$ cat config.mk
export PLATFORM = sky130hd
export DESIGN_NAME = ps2_key_ctrl
export DESIGN_NICKNAME = d
export VERILOG_FILES = /design/src/rtl/ps2_pkg.sv /design/src/rtl/ps2_frame_rx.sv /design/src/rtl/ps2_key_ctrl.sv
export SDC_FILE = /design/constraint.sdc
export NUM_CORES = 1
export LEC_CHECK = 0
export ABC_CLOCK_PERIOD_IN_PS = 4700
export CORE_AREA = 4 4 83 85
export CTS_CLUSTER_SIZE = 14
export DETAILED_ROUTE_END_ITERATION = 16
export DIE_AREA = 0 0 87 89
export PLACE_DENSITY_LB_ADDON = 0.1
export SYNTH_ARGS = -nofsm -noshare
export SYNTH_HDL_FRONTEND = slang
export SYNTH_SLANG_ARGS = --single-unit
$ cat constraint.sdc
create_clock -name clk -period 4.7 [get_ports clk]
set_clock_uncertainty 0.15 [all_clocks]
set_input_delay 0.94 -clock clk [delete_from_list [all_inputs] [get_ports clk]]
set_output_delay 0.94 -clock clk [all_outputs]
set_load 0.02 [all_outputs]
$ cat src/rtl/ps2_pkg.sv
// Shared PS/2 scancodes, direction encoding and FSM state types.
// The key lookup maps a (prefix, scancode) pair onto a snake direction.
package ps2_pkg;

  localparam logic [7:0] SC_E0      = 8'hE0;
  localparam logic [7:0] SC_F0      = 8'hF0;
  localparam logic [7:0] SC_UP_X    = 8'h75;
  localparam logic [7:0] SC_RIGHT_X = 8'h74;
  localparam logic [7:0] SC_DOWN_X  = 8'h72;
  localparam logic [7:0] SC_LEFT_X  = 8'h6B;
  localparam logic [7:0] SC_W       = 8'h1D;
  localparam logic [7:0] SC_D       = 8'h23;
  localparam logic [7:0] SC_S       = 8'h1B;
  localparam logic [7:0] SC_A       = 8'h1C;

  localparam logic [1:0] DIR_UP    = 2'd0;
  localparam logic [1:0] DIR_RIGHT = 2'd1;
  localparam logic [1:0] DIR_DOWN  = 2'd2;
  localparam logic [1:0] DIR_LEFT  = 2'd3;

  typedef enum logic [1:0] {RX_IDLE, RX_DATA, RX_PARITY, RX_STOP} rx_state_t;
  typedef enum logic [1:0] {DEC_BASE, DEC_EXT, DEC_BRK, DEC_EXT_BRK} dec_state_t;

  typedef struct packed {
    logic       hit;
    logic [1:0] dir;
  } key_hit_t;

  function automatic key_hit_t key_lookup(input logic ext, input logic [7:0] code);
    key_hit_t k;
    k = '0;
    if (ext) begin
      case (code)
        SC_UP_X:    k = '{hit: 1'b1, dir: DIR_UP};
        SC_RIGHT_X: k = '{hit: 1'b1, dir: DIR_RIGHT};
        SC_DOWN_X:  k = '{hit: 1'b1, dir: DIR_DOWN};
        SC_LEFT_X:  k = '{hit: 1'b1, dir: DIR_LEFT};
        default:    k = '0;
      endcase
    end else begin
      case (code)
        SC_W:    k = '{hit: 1'b1, dir: DIR_UP};
        SC_D:    k = '{hit: 1'b1, dir: DIR_RIGHT};
        SC_S:    k = '{hit: 1'b1, dir: DIR_DOWN};
        SC_A:    k = '{hit: 1'b1, dir: DIR_LEFT};
        default: k = '0;
      endcase
    end
    return k;
  endfunction

endpackage

$ cat src/rtl/ps2_frame_rx.sv
// PS/2 pin synchroniser, 11-bit frame receiver and inter-edge timeout.
// byte_vld is combinational on the stop-bit falling-edge cycle; frame_err is a registered pulse.
module ps2_frame_rx
  import ps2_pkg::*;
#(
  parameter int CLK_HZ     = 50000000,
  parameter int TIMEOUT_US = 2000
) (
  input  logic       clk,
  input  logic       rst_n,
  input  logic       ps2_clk,
  input  logic       ps2_data,
  output logic [7:0] byte_dat,
  output logic       byte_vld,
  output logic       frame_err
);

  localparam int TIMEOUT_CYC = CLK_HZ / 1000000 * TIMEOUT_US;
  localparam int TW          = $clog2(TIMEOUT_CYC + 1);

  logic [1:0]    clk_sync;
  logic [1:0]    dat_sync;
  logic          clk_prev;
  rx_state_t     state;
  logic [7:0]    shift;
  logic [2:0]    bit_cnt;
  logic          parity;
  logic [TW-1:0] to_cnt;

  logic fall;
  logic din;
  logic stop_ok;

  assign fall     = clk_prev & ~clk_sync[1];
  assign din      = dat_sync[1];
  // Odd parity across the eight data bits plus the parity bit, and a high stop bit.
  assign stop_ok  = din & (^{shift, parity});
  assign byte_vld = fall && (state == RX_STOP) && stop_ok;
  assign byte_dat = shift;

  always_ff @(posedge clk or negedge rst_n) begin
    if (!rst_n) begin
      clk_sync  <= 2'b11;
      dat_sync  <= 2'b11;
      clk_prev  <= 1'b1;
      state     <= RX_IDLE;
      shift     <= '0;
      bit_cnt   <= '0;
      parity    <= 1'b0;
      to_cnt    <= '0;
      frame_err <= 1'b0;
    end else begin
      clk_sync  <= {clk_sync[0], ps2_clk};
      dat_sync  <= {dat_sync[0], ps2_data};
      clk_prev  <= clk_sync[1];
      frame_err <= 1'b0;
      if (fall) begin
        to_cnt <= '0;
        case (state)
          RX_IDLE: begin
            if (!din) begin
              state   <= RX_DATA;
              shift   <= '0;
              bit_cnt <= '0;
            end
          end
          RX_DATA: begin
            shift   <= {din, shift[7:1]};
            bit_cnt <= bit_cnt + 1'b1;
            if (bit_cnt == 3'd7) state <= RX_PARITY;
          end
          RX_PARITY: begin
            parity <= din;
            state  <= RX_STOP;
          end
          RX_STOP: begin
            if (!stop_ok) frame_err <= 1'b1;
            state <= RX_IDLE;
          end
          default: state <= RX_IDLE;
        endcase
      end else if (state != RX_IDLE) begin
        if (to_cnt == TW'(TIMEOUT_CYC)) begin
          state     <= RX_IDLE;
          shift     <= '0;
          to_cnt    <= '0;
          frame_err <= 1'b1;
        end else begin
          to_cnt <= to_cnt + 1'b1;
        end
      end
    end
  end

endmodule

$ cat src/rtl/ps2_key_ctrl.sv
// PS/2 keyboard front end: decodes make/break/extended scancodes into held-key state
// and a queue of direction commands; a push into an empty queue shows dir_valid one cycle later.
module ps2_key_ctrl
  import ps2_pkg::*;
#(
  parameter int CLK_HZ     = 50000000,
  parameter int TIMEOUT_US = 2000,
  parameter int DEPTH      = 4
) (
  input  logic       clk,
  input  logic       rst_n,
  input  logic       ps2_clk,
  input  logic       ps2_data,
  output logic       dir_valid,
  output logic [1:0] dir,
  input  logic       dir_ready,
  output logic [3:0] key_down,
  output logic       frame_err,
  output logic       dropped
);

  localparam int AW = $clog2(DEPTH);
  localparam int CW = AW + 1;

  logic [7:0] byte_dat;
  logic       byte_vld;

  ps2_frame_rx #(
    .CLK_HZ     (CLK_HZ),
    .TIMEOUT_US (TIMEOUT_US)
  ) u_rx (
    .clk       (clk),
    .rst_n     (rst_n),
    .ps2_clk   (ps2_clk),
    .ps2_data  (ps2_data),
    .byte_dat  (byte_dat),
    .byte_vld  (byte_vld),
    .frame_err (frame_err)
  );

  dec_state_t    dec_state;
  dec_state_t    dec_next;
  logic [1:0]    mem [DEPTH];
  logic [AW-1:0] wr_ptr;
  logic [AW-1:0] rd_ptr;
  logic [CW-1:0] count;

  key_hit_t hit;
  logic     ext;
  logic     brk;
  logic     is_prefix;
  logic     make_key;
  logic     break_key;
  logic     push;
  logic     pop;
  logic     full;
  logic     wr_en;

  assign dir_valid = (count != '0);
  assign dir       = mem[rd_ptr];
  assign full      = (count == CW'(DEPTH));
  assign pop       = dir_valid && dir_ready;

  always_comb begin
    ext       = (dec_state == DEC_EXT) || (dec_state == DEC_EXT_BRK);
    brk       = (dec_state == DEC_BRK) || (dec_state == DEC_EXT_BRK);
    is_prefix = (byte_dat == SC_E0) || (byte_dat == SC_F0);
    hit       = key_lookup(ext, byte_dat);
    make_key  = byte_vld && !is_prefix && hit.hit && !brk;
    break_key = byte_vld && !is_prefix && hit.hit && brk;
    // Typematic repeats of an already-held key must not queue another command.
    push      = make_key && !key_down[hit.dir];
    // A pop in the same cycle frees the slot, so a full queue can still accept.
    wr_en     = push && (!full || pop);
    dec_next  = DEC_BASE;
    if (byte_dat == SC_E0)
      dec_next = DEC_EXT;
    else if (byte_dat == SC_F0)
      dec_next = (dec_state == DEC_EXT) ? DEC_EXT_BRK : DEC_BRK;
  end

  always_ff @(posedge clk or negedge rst_n) begin
    if (!rst_n) begin
      dec_state <= DEC_BASE;
      key_down  <= '0;
      wr_ptr    <= '0;
      rd_ptr    <= '0;
      count     <= '0;
      dropped   <= 1'b0;
      for (int i = 0; i < DEPTH; i++) mem[i] <= '0;
    end else begin
      dropped <= push && full && !pop;
      if (byte_vld) dec_state <= dec_next;
      if (make_key) key_down[hit.dir] <= 1'b1;
      if (break_key) key_down[hit.dir] <= 1'b0;
      if (wr_en) begin
        mem[wr_ptr] <= hit.dir;
        wr_ptr      <= wr_ptr + 1'b1;
      end
      if (pop) rd_ptr <= rd_ptr + 1'b1;
      case ({wr_en, pop})
        2'b10:   count <= count + 1'b1;
        2'b01:   count <= count - 1'b1;
        default: count <= count;
      endcase
    end
  end

endmodule

Word level (Yosys, flattened, before mapping)
Cells that the tools add are included.

word-level totals
  bits in registers = 59
  output and inout bits = 9
  logic and storage cells = 137

cells by class
  $add $sub $neg = 6
  order comparisons = 5
  equality and inequality tests = 25
  multiplexer cells = 40
  bitwise logic cells = 8
  reductions and logical operators = 34

operators with widths
  cell                                                             count
  17-bit 2-to-1 mux                                                3
  8-bit by 7-bit == test with 1-bit output, second input constant  4
  8-bit 2-to-1 mux                                                 4
  8-bit by 5-bit == test with 1-bit output, second input constant  3
  3-bit one-hot mux with 4 select lines                            2
  2-bit 2-to-1 mux                                                 10
  17-bit by 1-bit adder with 17-bit output, second input constant  1
  17-bit == test, second input constant                            1
  8-bit == test, second input constant                             2
  8-bit one-hot mux with 2 select lines                            1
  1-bit logical AND                                                13
  3-bit one-hot mux with 2 select lines                            2
  2-bit == test, second input constant                             5
  2-bit nonzero test                                               5
  3-bit != test, second input constant                             3
  9-bit XOR reduction                                              1
  8-bit bitwise mux                                                1
  8-bit by 6-bit == test with 1-bit output, second input constant  1
  1-bit 2-to-1 mux                                                 8
  4-bit 2-to-1 mux                                                 2
  2-bit one-hot mux with 4 select lines                            1
  4-bit AND reduction                                              2
  3-bit by 1-bit adder with 3-bit output, second input constant    2
  2-bit by 1-bit == test with 1-bit output, second input constant  3
  other kinds (25)                                                 38

Logic depth before layout (Yosys ltp)
Gate-level depths: netlist of the first run.

  depth in word-level cells = 11
  depth in mapped cells = 13
  depth with buffers taken out = 13

By module
From an unflattened synthesis of the first run, not the netlist that was laid out.

second synthesis, totals
  cell total of the unflattened synthesis = 298
  area total of the unflattened synthesis = 3289.4 um^2

modules (own cells, without submodules)
  module        instances  cells each  area an instance (um^2)  sequential area each (um^2)
  ps2_frame_rx  1          180         1921.8                   932.1
  ps2_key_ctrl  1          118         1367.6                   550.5

Least setup slack after synthesis of the first run
OpenSTA, ideal clock, no wires.

  path kind = reg-to-reg
  start = reg u_rx.shift[1], in the netlist u_rx.byte_dat[1]
  end = reg count[2]
  arrival = 3.025 ns
  data required time = 4.481 ns
  path slack = 1.456 ns
  stages on the path, launching flop included = 12
  path through = dfrtp_1 -> buf_6 -> or3b_1 -> a2111oi_4 -> mux2i_1 -> o211ai_4 -> a211oi_2 -> nor2_1 -> fa_1 -> nor4b_1 -> mux2i_1 -> nand3_1

on the way
  cells in the longest elaborated chain, start to end = 10

RTL lines
  element                                                                                line                                    RTL
  start: declaration                                                                     ps2_frame_rx.sv:25                      logic [7:0] shift;
  start signal: assignment                                                               ps2_frame_rx.sv:68                      shift <= {din, shift[7:1]};
  8-bit by 5-bit == test with 1-bit output, or another cell as far along                 ps2_pkg.sv:41                           case (code)
  3-bit one-hot mux with 4 select lines, or another cell as far along                    ps2_pkg.sv:41
  3-bit 2-to-1 mux, or another cell as far along                                         ps2_pkg.sv:32                           if (ext) begin
  1-bit binary-select mux with 2-bit select / 1-bit logical AND (equally long branches)  ps2_key_ctrl.sv:72, ps2_key_ctrl.sv:69
  1-bit 2-to-1 mux (implied by the code) / 1-bit logical AND (equally long branches)     ps2_key_ctrl.sv:72, ps2_key_ctrl.sv:69
  1-bit logical NOT / 1-bit logical AND (equally long branches)                          ps2_key_ctrl.sv:72, ps2_key_ctrl.sv:69
  1-bit logical AND (*)                                                                  ps2_key_ctrl.sv:72                      push = make_key && !key_down[hit.dir];
  1-bit logical AND (*)                                                                  ps2_key_ctrl.sv:74                      wr_en = push && (!full || pop);
  2-bit by 1-bit == test with 1-bit output / 2-bit == test (equally long branches)       ps2_key_ctrl.sv:101                     case ({wr_en, pop})
  3-bit one-hot mux with 2 select lines / 2-bit nonzero test (equally long branches)     n/a
  end signal: assignment                                                                 ps2_key_ctrl.sv:102                     2'b10: count <= count + 1'b1;
  end signal: assignment                                                                 ps2_key_ctrl.sv:103                     2'b01: count <= count - 1'b1;
  end signal: assignment                                                                 ps2_key_ctrl.sv:104                     default: count <= count;
  end: declaration                                                                       ps2_key_ctrl.sv:46                      logic [CW-1:0] count;

Every way passes the cells marked *; elsewhere a longest branch is shown, timed or not. The select of a mux whose other input is x is not followed.
A chain may end at the register's enable or synchronous reset.

Worst setup path in the final report of the first run
  start = reg u_rx.shift[0], in the netlist u_rx.byte_dat[0]
  end = reg count[2]

Same word-level chain as after synthesis.

==> run summary, run 1 <==
pwr/cell area = 362 nW/um^2
layout cell share with drive strength beyond 1 = 12.4%
Layout Cell Area excl Fill = 3830 sq um
core footprint = 6200 sq um
M1 WL = 3.35 mm
Fin Setup TNS = 0 ns
vias in the first global route = 2422
Syn. warnings = 0
met3 routed WL = 163 microns
Routed Antenna Nets = 0
dpl ws = 1.12 ns
number of hold buffers added after CTS = 0
die area = 7740 sq um
cells on worst reg2reg path = 10
period utilization = 76.8%
Post-Syn Area = 3480 sq um
P_sw = 419 uW
max-slew violations = 0
Hold Slack = 0.205 ns
chip width = 87 microns
Worst setup EP type = flip-flop
CTS H-Tree Depth = 3
ys async rst share = 100%
min Tclk post-route = 3.61 ns
Detailed Route Iter0 Violations = 176
Final WS setup = 1.09 ns
sequential share of power = 44.9%
I/O pin count = 14
vias per cell = 5.81
RSZ-0062 raised after global routing = false
Post-Synthesis Cells = 340
drt pass-1 iters = 4
Reg clk slew, reported paths = 0.07 ns
result of the run = complete, no violations
initial antenna violation count = 0
part of the Yosys area used for sequential elements = 42.5%
GPL Wtd Cong = 0.793
Via Count = 2510
total CTS buffers = 9
# clock sinks = 59
Area after DPL = 3630 sq um
Yosys reg bits = 59
Main synth FF type = dfrtp_1
Final Hold Viols = 0
DR DRC count = 0
Arrival @ worst endpoint = 3.73 ns
hold path start = u_rx.dat_sync[0]
# nets final = 368
maximum fanout along the worst path = 12
Synth Area per Inst = 10.2 sq um
n_diodes = 0
CTS tree = done
gr usage total = 19.3%
Top Layer Used = met4
Max Clk Rate = 0.277 GHz
Root Buffer = clkbuf_8
post-CTS resize count = 0
Die Y = 89 microns
Hold WC Path Type = flip-flop to flip-flop
WHS Endpoint = u_rx.dat_sync[1]
r2r setup slk = 1.09 ns
Syn Nets = 358
switching share of power = 30.2%
WL per Instance = 15.6 microns
Max Cap Violations = 0
Comb power frac = 21.1%
P_int = 966 uW
maximum vdd drop = 205 uV
Power Total = 1.39 mW
Yosys cell types = 66
Routed WL = 6.73 mm
WL met2 = 3.08 mm
post-detail-place hpwl = 4.66 mm
FF-to-FF End = count[2]
port bufs = 13
# setup viols final = 0
RR Startpoint = u_rx.byte_dat[0]
number of enable flip-flop cells after synthesis = 0
Leakage = 1.64 nW
Worst-Skew Late Latency = 0.33 ns
post-CTS setup buffer count = 0
maximum clock path buffer count = 2
clock network power share = 34.0%
Critical Path Start Type = flip-flop
hold path depth = 0
first-pass GRT wire length = 11.7 mm
actual slew at the worst max-slew pin = 0.889 ns
Starting Density = 56.2%
WS Path Type = flip-flop to flip-flop
Area Growth Syn to Fin = 9.84%
Slew HR = 40.3%
pin count of the biggest net entering global routing = 60
Data required, critical path = 4.82 ns
GR Overflow Total = 0
num rows = 29
placed cells by master, fill, tap and decap left out, types with 7 or more instances in the layout:
master	Yosys	final
ha_1	12	12
inv_1	19	19
nand3_1	20	20
xor2_1	8	8
nand2_1	25	25
mux2_1	9	9
o21ai_0	29	29
clkdlybuf4s50_1	0	12
nor2_1	19	19
dfrtp_1	54	54
and3_1	8	8
xnor2_1	7	7
a21oi_1	7	7
clkbuf_8	0	11
state kept, by name, indices dropped and copies added (netlist names):
| register | count |
|---|---|
| u_rx.to_cnt | 17 |
| mem | 8 |
| u_rx.byte_dat | 8 |
| key_down | 4 |
| count | 3 |
| u_rx.bit_cnt | 3 |
| dec_state | 2 |
| rd_ptr | 2 |
| u_rx.clk_sync | 2 |
| u_rx.dat_sync | 2 |
| u_rx.state | 2 |
| wr_ptr | 2 |
| dropped | 1 |
| u_rx.clk_prev | 1 |
| u_rx.frame_err | 1 |
| u_rx.parity | 1 |
worst max path at each step:
stage / cells after the start / slack (ns) / startpoint / endpoint
after floorplan: 11 / 1.46 / u_rx.byte_dat[1] / count[2]
after global placement: 10 / 1.24 / u_rx.byte_dat[0] / count[2]
after detailed placement: 10 / 1.12 / u_rx.byte_dat[0] / count[2]
after CTS: 10 / 1.09 / u_rx.byte_dat[0] / count[2]
after global routing: 10 / 0.88 / dec_state[0] / count[2]
final: 10 / 1.09 / u_rx.byte_dat[0] / count[2]
through the flow:
step,util (%),instances
after CTS,61.7,432
after global routing,61.7,432
after floorplan,-,340
after global placement,58.5,416
final,61.7,432
after detailed placement,58.5,416
routing by layer:
layer,up-vias,GRT usage (%)
li1,1242,-
met4,0,8.50
met2,32,29.3
met1,1224,27.2
met5,-,0
met3,12,3.50
power by group through the flow:
stage | logic, mW | registers [mW] | clock network, mW
2_1_floorplan | 0.233 | 0.613 | 0
3_3_place_gp | 0.285 | 0.629 | 0
6_report | 0.292 | 0.622 | 0.470
5_1_grt | 0.332 | 0.633 | 0.503
4_1_cts | 0.295 | 0.623 | 0.480
3_5_place_dp | 0.294 | 0.630 | 0
critical path: stages (launching register included):
cell	delay [ns]
dfrtp_1	0.52
or3b_1	0.47
a2111oi_4	0.44
mux2i_1	0.35
o211ai_4	0.13
a211oi_2	0.43
nor2_1	0.10
fa_1	0.44
nor4b_1	0.33
mux2i_1	0.11
nand3_1	0.08
cell type report:
type                    count  area, sq um
flip-flops and latches     59         1480
clock inverters             2         35.0
fillers                   519         2380
multi-input cells         246         1840
repair buffers             15          140
well taps                  77         96.3
clock buffers              14          163
inverters                  19         71.3
cells in the mapped netlist (3+ instances only):
cell	count	area, sq um
dfrtp_1	54	1350
o21ai_0	29	145
nand2_1	25	93.8
nand3_1	20	100
inv_1	19	71.3
nor2_1	19	71.3
ha_1	12	150
mux2_1	9	101
and3_1	8	50.1
xor2_1	8	70.1
a21oi_1	7	35.0
xnor2_1	7	61.3
clkbuf_1	6	22.5
mux2i_1	6	60.1
nand2b_1	6	37.5
nand3b_1	6	45.0
dfstp_2	5	131
o31ai_1	5	37.5
and2_1	4	25.0
and4_1	4	35.0
buf_2	4	20.0
nand2_2	4	25.0
nand4_1	4	25.0
nor4b_1	4	35.0
a2111oi_4	3	82.6
a31oi_1	3	18.8
buf_6	3	33.8
nor3_1	3	15.0
nor4_1	3	18.8
cells by family after synthesis:
kind of cell	Yosys count	synth area share [%]
simple gates	129	21.3
compound gates	67	14.5
flops	59	42.5
buf+inv	35	4.67
mux	20	7.11
xor+xnor	17	5.06
fa+ha+maj	13	4.88
(Power assumes the default switching activity.)
==> run 2: changes to the inputs <==
--- a/config.mk
+++ b/config.mk
@@ -5,7 +5,7 @@
 export SDC_FILE = /design/constraint.sdc
 export NUM_CORES = 1
 export LEC_CHECK = 0
-export ABC_CLOCK_PERIOD_IN_PS = 4700
+export ABC_CLOCK_PERIOD_IN_PS = 3340
 export CORE_AREA = 4 4 83 85
 export CTS_CLUSTER_SIZE = 14
 export DETAILED_ROUTE_END_ITERATION = 16
==> constraint.sdc (replaced) <==
create_clock -name clk -period 3.34 [get_ports clk]
set_clock_uncertainty 0.15 [all_clocks]
set_input_delay 0.668 -clock clk [delete_from_list [all_inputs] [get_ports clk]]
set_output_delay 0.668 -clock clk [all_outputs]
set_load 0.02 [all_outputs]
==> run 2 against run 1 <==
Via count is 4.1% higher. Largest cell class unchanged. Cell area is 3.5% higher. Routed wire length is 4.3% higher.
==> run summary, run 2 (synthesis results as in run 1) <==
result of the run = complete, no violations
port bufs = 13
pwr/cell area = 510 nW/um^2
Routed WL = 7.02 mm
num rows = 29
layout cell share with drive strength beyond 1 = 16.9%
# nets final = 381
Detailed Route Iter0 Violations = 157
min Tclk post-route = 3.20 ns
Leakage = 1.71 nW
Routed Antenna Nets = 0
Via Count = 2614
n_diodes = 0
Die Y = 89 microns
Final Hold Viols = 0
most common cell after layout, fill and taps aside = dfrtp_1
DR DRC count = 0
Data required, critical path = 3.47 ns
Slew HR = 27.1%
clock network power share = 35.4%
fillers = 501
GPL Wtd Cong = 0.864
Power Total = 2.02 mW
non-filler cells, final = 444
Comb power frac = 21.1%
P_int = 1.42 mW
I/O pin count = 14
slowest stage delay, CP = 0.43 ns
maximum clock path buffer count = 2
max-slew violations = 0
Sequential Area = 1480 sq um
chip width = 87 microns
WS Path Type = flip-flop to flip-flop
Arrival @ worst endpoint = 3.33 ns
# clock sinks = 59
most frequent cells in the layout = 53 x dfrtp_1, 29 x o21ai_0, 25 x nand2_1
Crit-path slowest cell = dfrtp_2
Top reg by flops = u_rx.to_cnt
Reg clk slew, reported paths = 0.07 ns
Max Clk Rate = 0.312 GHz
Root Buffer = clkbuf_8
CTS tree = done
WL per Instance = 15.8 microns
Worst-Skew Late Latency = 0.34 ns
vias in the first global route = 2522
# setup viols final = 0
first-pass GRT wire length = 12.1 mm
max FFs per register = 17
actual slew at the worst max-slew pin = 1.09 ns
maximum vdd drop = 322 uV
P_sw = 599 uW
post-detail-place hpwl = 4.87 mm
sequential share of power = 43.5%
Worst setup EP type = flip-flop
Critical Path Start Type = flip-flop
switching share of power = 29.7%
drt pass-1 iters = 4
vias per cell = 5.89
area of the multi-input gates = 1860 sq um
gr usage total = 20.1%
Starting Density = 56.2%
initial antenna violation count = 0
Max Cap Violations = 0
Hold WC Path Type = flip-flop to flip-flop
die area = 7740 sq um
crit-path cells = or3b_1 > a2111oi_4 > buf_4 > mux2i_2 > o211ai_4 > a211oi_2 > nor2_1 > fa_2 > nor4b_2 > mux2i_1 > nand3_1
Area Growth Syn to Fin = 13.7%
period utilization = 95.8%
total CTS buffers = 9
maximum fanout along the worst path = 9
placed instance count = 428
CTS H-Tree Depth = 3
GR Overflow Total = 0
pin count of the biggest net entering global routing = 50
core footprint = 6200 sq um
[run 2: metrics by stage]
stage | worst slack (ns) | TNS (ns) | instance area, sq um | hold slack (ns) | util (%)
floorplan | 0.0960 | 0 | 3480 | 0.195 | -
global placement | 0.137 | 0 | 3720 | 0.196 | 60.0
detailed placement | 0.0535 | 0 | 3720 | 0.197 | 60.0
CTS | 0.0165 | 0 | 3930 | 0.207 | 63.3
global route | -0.0307 | -0.0307 | 3960 | 0.215 | 63.8
finish | 0.139 | 0 | 3960 | 0.208 | 63.8
[run 2: repair_timing]
action	in CTS	in global routing
gates resized for setup	0	6
endpoints found under the setup margin	0	1
buffers inserted	0	1
hold buffers	0	0
[run 2: worst paths after layout]
kind,from,endpoint,slack (ns),cells past startpoint
setup / recovery,u_rx.byte_dat[2],count[2],0.14,11
hold / removal,u_rx.dat_sync[0],u_rx.dat_sync[1],0.21,0
setup reg to reg,u_rx.byte_dat[2],count[2],0.14,11
hold reg to reg,u_rx.dat_sync[0],u_rx.dat_sync[1],0.21,0
max in group asynchronous,rst_n,mem[4],1.89,2
min in group asynchronous,rst_n,u_rx.bit_cnt[0],0.37,1
[run 2: area by class of cell]
cell class / count / share of cell area [%]
multi-input combinational: 246 / 47.0
sequential: 59 / 37.5
timing repair buffer: 28 / 6.00
clock buffer: 13 / 3.76
tap: 77 / 2.43
inverter: 19 / 1.80
clock inverter: 2 / 1.52
[run 2: power by group through the flow]
stage	clock network, mW	registers [mW]	logic (mW)
after floorplan	0	0.862	0.327
after global placement	0	0.885	0.411
after detailed placement	0	0.887	0.423
after CTS	0.726	0.877	0.422
after global routing	0.761	0.894	0.483
final	0.714	0.880	0.426
[run 2: critical path: cells and delay by family (launching register included)]
family,cells,cell delay (ns)
and+or+nand+nor,4,0.84
AOI/OAI and AO/OA,3,0.76
DFF,1,0.43
adders and majority gates,1,0.39
muxes,2,0.37
buffers and inverters,1,0.20
[run 2: routing by layer]
layer | vias up | part of all wire, % | global-route usage (%)
met3 | 14 | 2.6 | 4.70
met2 | 40 | 47 | 31.4
met1 | 1295 | 48 | 27.0
met4 | 0 | 2.3 | 8.50
li1 | 1265 | - | -
met5 | - | 0 | 0
==> run 3: changes to the inputs <==
--- a/config.mk
+++ b/config.mk
@@ -5,7 +5,7 @@
 export SDC_FILE = /design/constraint.sdc
 export NUM_CORES = 1
 export LEC_CHECK = 0
-export ABC_CLOCK_PERIOD_IN_PS = 3340
+export ABC_CLOCK_PERIOD_IN_PS = 3940
 export CORE_AREA = 4 4 83 85
 export CTS_CLUSTER_SIZE = 14
 export DETAILED_ROUTE_END_ITERATION = 16
==> constraint.sdc (replaced) <==
create_clock -name clk -period 3.94 [get_ports clk]
set_clock_uncertainty 0.15 [all_clocks]
set_input_delay 0.788 -clock clk [delete_from_list [all_inputs] [get_ports clk]]
set_output_delay 0.788 -clock clk [all_outputs]
set_load 0.02 [all_outputs]
==> run 3 against run 2 <==
Global-route usage decreased by 0.40 points. Cell area decreased by 2.1%. Clock power decreased by 4.6%. Non-clock buffer count decreased by 12. Total power decreased by 12%. Worst hold slack got worse by 0.0029 ns. Register-to-register slack improved by 0.23 ns. Maximum frequency decreased by 10%. Routed wire length decreased by 3.7%.
==> run summary, run 3 (synthesis results as in run 1) <==
result of the run = complete, no violations
maximum fanout along the worst path = 12
Max Cap Violations = 0
dpl ws = 0.410 ns
Final Hold Viols = 0
layout cell share with drive strength beyond 1 = 13.2%
I/O pin count = 14
Max Clk Rate = 0.280 GHz
die area = 7740 sq um
Worst setup EP type = flip-flop
most frequent cells in the layout = 54 x dfrtp_1, 29 x o21ai_0, 25 x nand2_1
most common cell after layout, fill and taps aside = dfrtp_1
Data required, critical path = 4.07 ns
# nets final = 369
pwr/cell area = 457 nW/um^2
Arrival @ worst endpoint = 3.69 ns
period utilization = 90.5%
DR DRC count = 0
Critical Path Start Type = flip-flop
chip width = 87 microns
Fin Setup TNS = 0 ns
min Tclk post-route = 3.57 ns
Starting Density = 56.2%
Detailed Route Iter0 Violations = 135
Slew HR = 42.8%
Die Y = 89 microns
post-detail-place hpwl = 4.71 mm
Routed WL = 6.76 mm
Layout Cell Area excl Fill = 3880 sq um
WL per Instance = 15.6 microns
Routed Antenna Nets = 0
Top reg by flops = u_rx.to_cnt
initial antenna violation count = 0
drt pass-1 iters = 4
crit-path cells = or3b_1 > a2111oi_4 > mux2i_1 > o211ai_4 > a211oi_2 > nor2_1 > fa_1 > nor4b_1 > mux2i_1 > nand3_1
# clock sinks = 59
maximum vdd drop = 270 uV
first-pass GRT wire length = 11.8 mm
Via Count = 2527
pin count of the biggest net entering global routing = 35
# setup viols final = 0
post-CTS setup buffer count = 0
num rows = 29
Hold WC Path Type = flip-flop to flip-flop
Crit-path slowest cell = dfrtp_1
CTS H-Tree Depth = 3
GR Overflow Total = 0
Root Buffer = clkbuf_8
number of hold buffers added after CTS = 0
Area after DPL = 3640 sq um
max-slew violations = 0
vias per cell = 5.84
most frequent CP cell = mux2i_1
port bufs = 13
CTS tree = done
total CTS buffers = 9
fillers = 492
GPL Wtd Cong = 0.826
Final WS setup = 0.373 ns
Worst-Skew Late Latency = 0.34 ns
core footprint = 6200 sq um
Area Growth Syn to Fin = 11.3%
n_diodes = 0
WS Path Type = flip-flop to flip-flop
Leakage = 1.67 nW
actual slew at the worst max-slew pin = 0.852 ns
vias in the first global route = 2489
maximum clock path buffer count = 2
RSZ-0062 raised after global routing = false
gr usage total = 19.7%
slowest stage delay, CP = 0.51 ns
max FFs per register = 17
post-CTS resize count = 0
Reg clk slew, reported paths = 0.07 ns
## run 3: cell types whose count changed in the layout (fill, tap and decap cells not counted), sizes merged
cell	previous run	this run
buf	16	4
bufinv	2	3
clkbuf	13	11
clkinv	0	2
## run 3: metrics by stage
step	instances	total power [mW]	hold WS, ns	util, %
after floorplan	340	1.01	0.195	-
after global placement	417	1.09	0.197	58.6
after detailed placement	417	1.10	0.197	58.6
after CTS	433	1.79	0.206	62.5
after global routing	433	1.89	0.209	62.5
final	433	1.77	0.205	62.5
## run 3: worst paths after layout
kind | startpoint | endpoint | slack (ns) | cells past startpoint
setup / recovery | u_rx.byte_dat[0] | count[2] | 0.37 | 10
setup reg to reg | u_rx.byte_dat[0] | count[2] | 0.37 | 10
min in group asynchronous | rst_n | u_rx.bit_cnt[1] | 0.38 | 1
hold / removal | u_rx.clk_sync[0] | u_rx.clk_sync[1] | 0.21 | 0
max in group asynchronous | rst_n | u_rx.clk_sync[0] | 2.38 | 2
hold reg to reg | u_rx.clk_sync[0] | u_rx.clk_sync[1] | 0.21 | 0
## run 3: per-layer routing
layer,wire (microns),share of wire [%],GRT usage (%),up-vias
met5,0,0,0,-
met1,3200,47,26.1,1229
li1,-,-,-,1247
met4,174,2.6,8.92,0
met2,3150,47,30.4,32
met3,237,3.5,5.25,19
## run 3: area by class of cell
| cell class | count | area (sq um) | share of cell area, % |
|---|---|---|---|
| sequential | 59 | 1480 | 38.2 |
| inverter | 19 | 71.3 | 1.84 |
| timing repair buffer | 16 | 148 | 3.81 |
| tap | 77 | 96.3 | 2.48 |
| clock buffer | 11 | 141 | 3.65 |
| clock inverter | 5 | 100 | 2.58 |
| multi-input combinational | 246 | 1840 | 47.4 |
## run 3: critical path: cells and delay by family, from the launching register on
kind	cells	cell delay (ns)
AND/OR/NAND/NOR	4	0.98
multiplexers	2	0.45
flip-flops	1	0.51
adder cells (fa/ha/maj)	1	0.44
AO/OA/AOI/OAI	3	0.97
## run 3: power breakdown
| group | switching [mW] | internal (mW) |
|---|---|---|
| clock | 0.246 | 0.436 |
| sequential | 0.0740 | 0.667 |
| combinational | 0.192 | 0.159 |
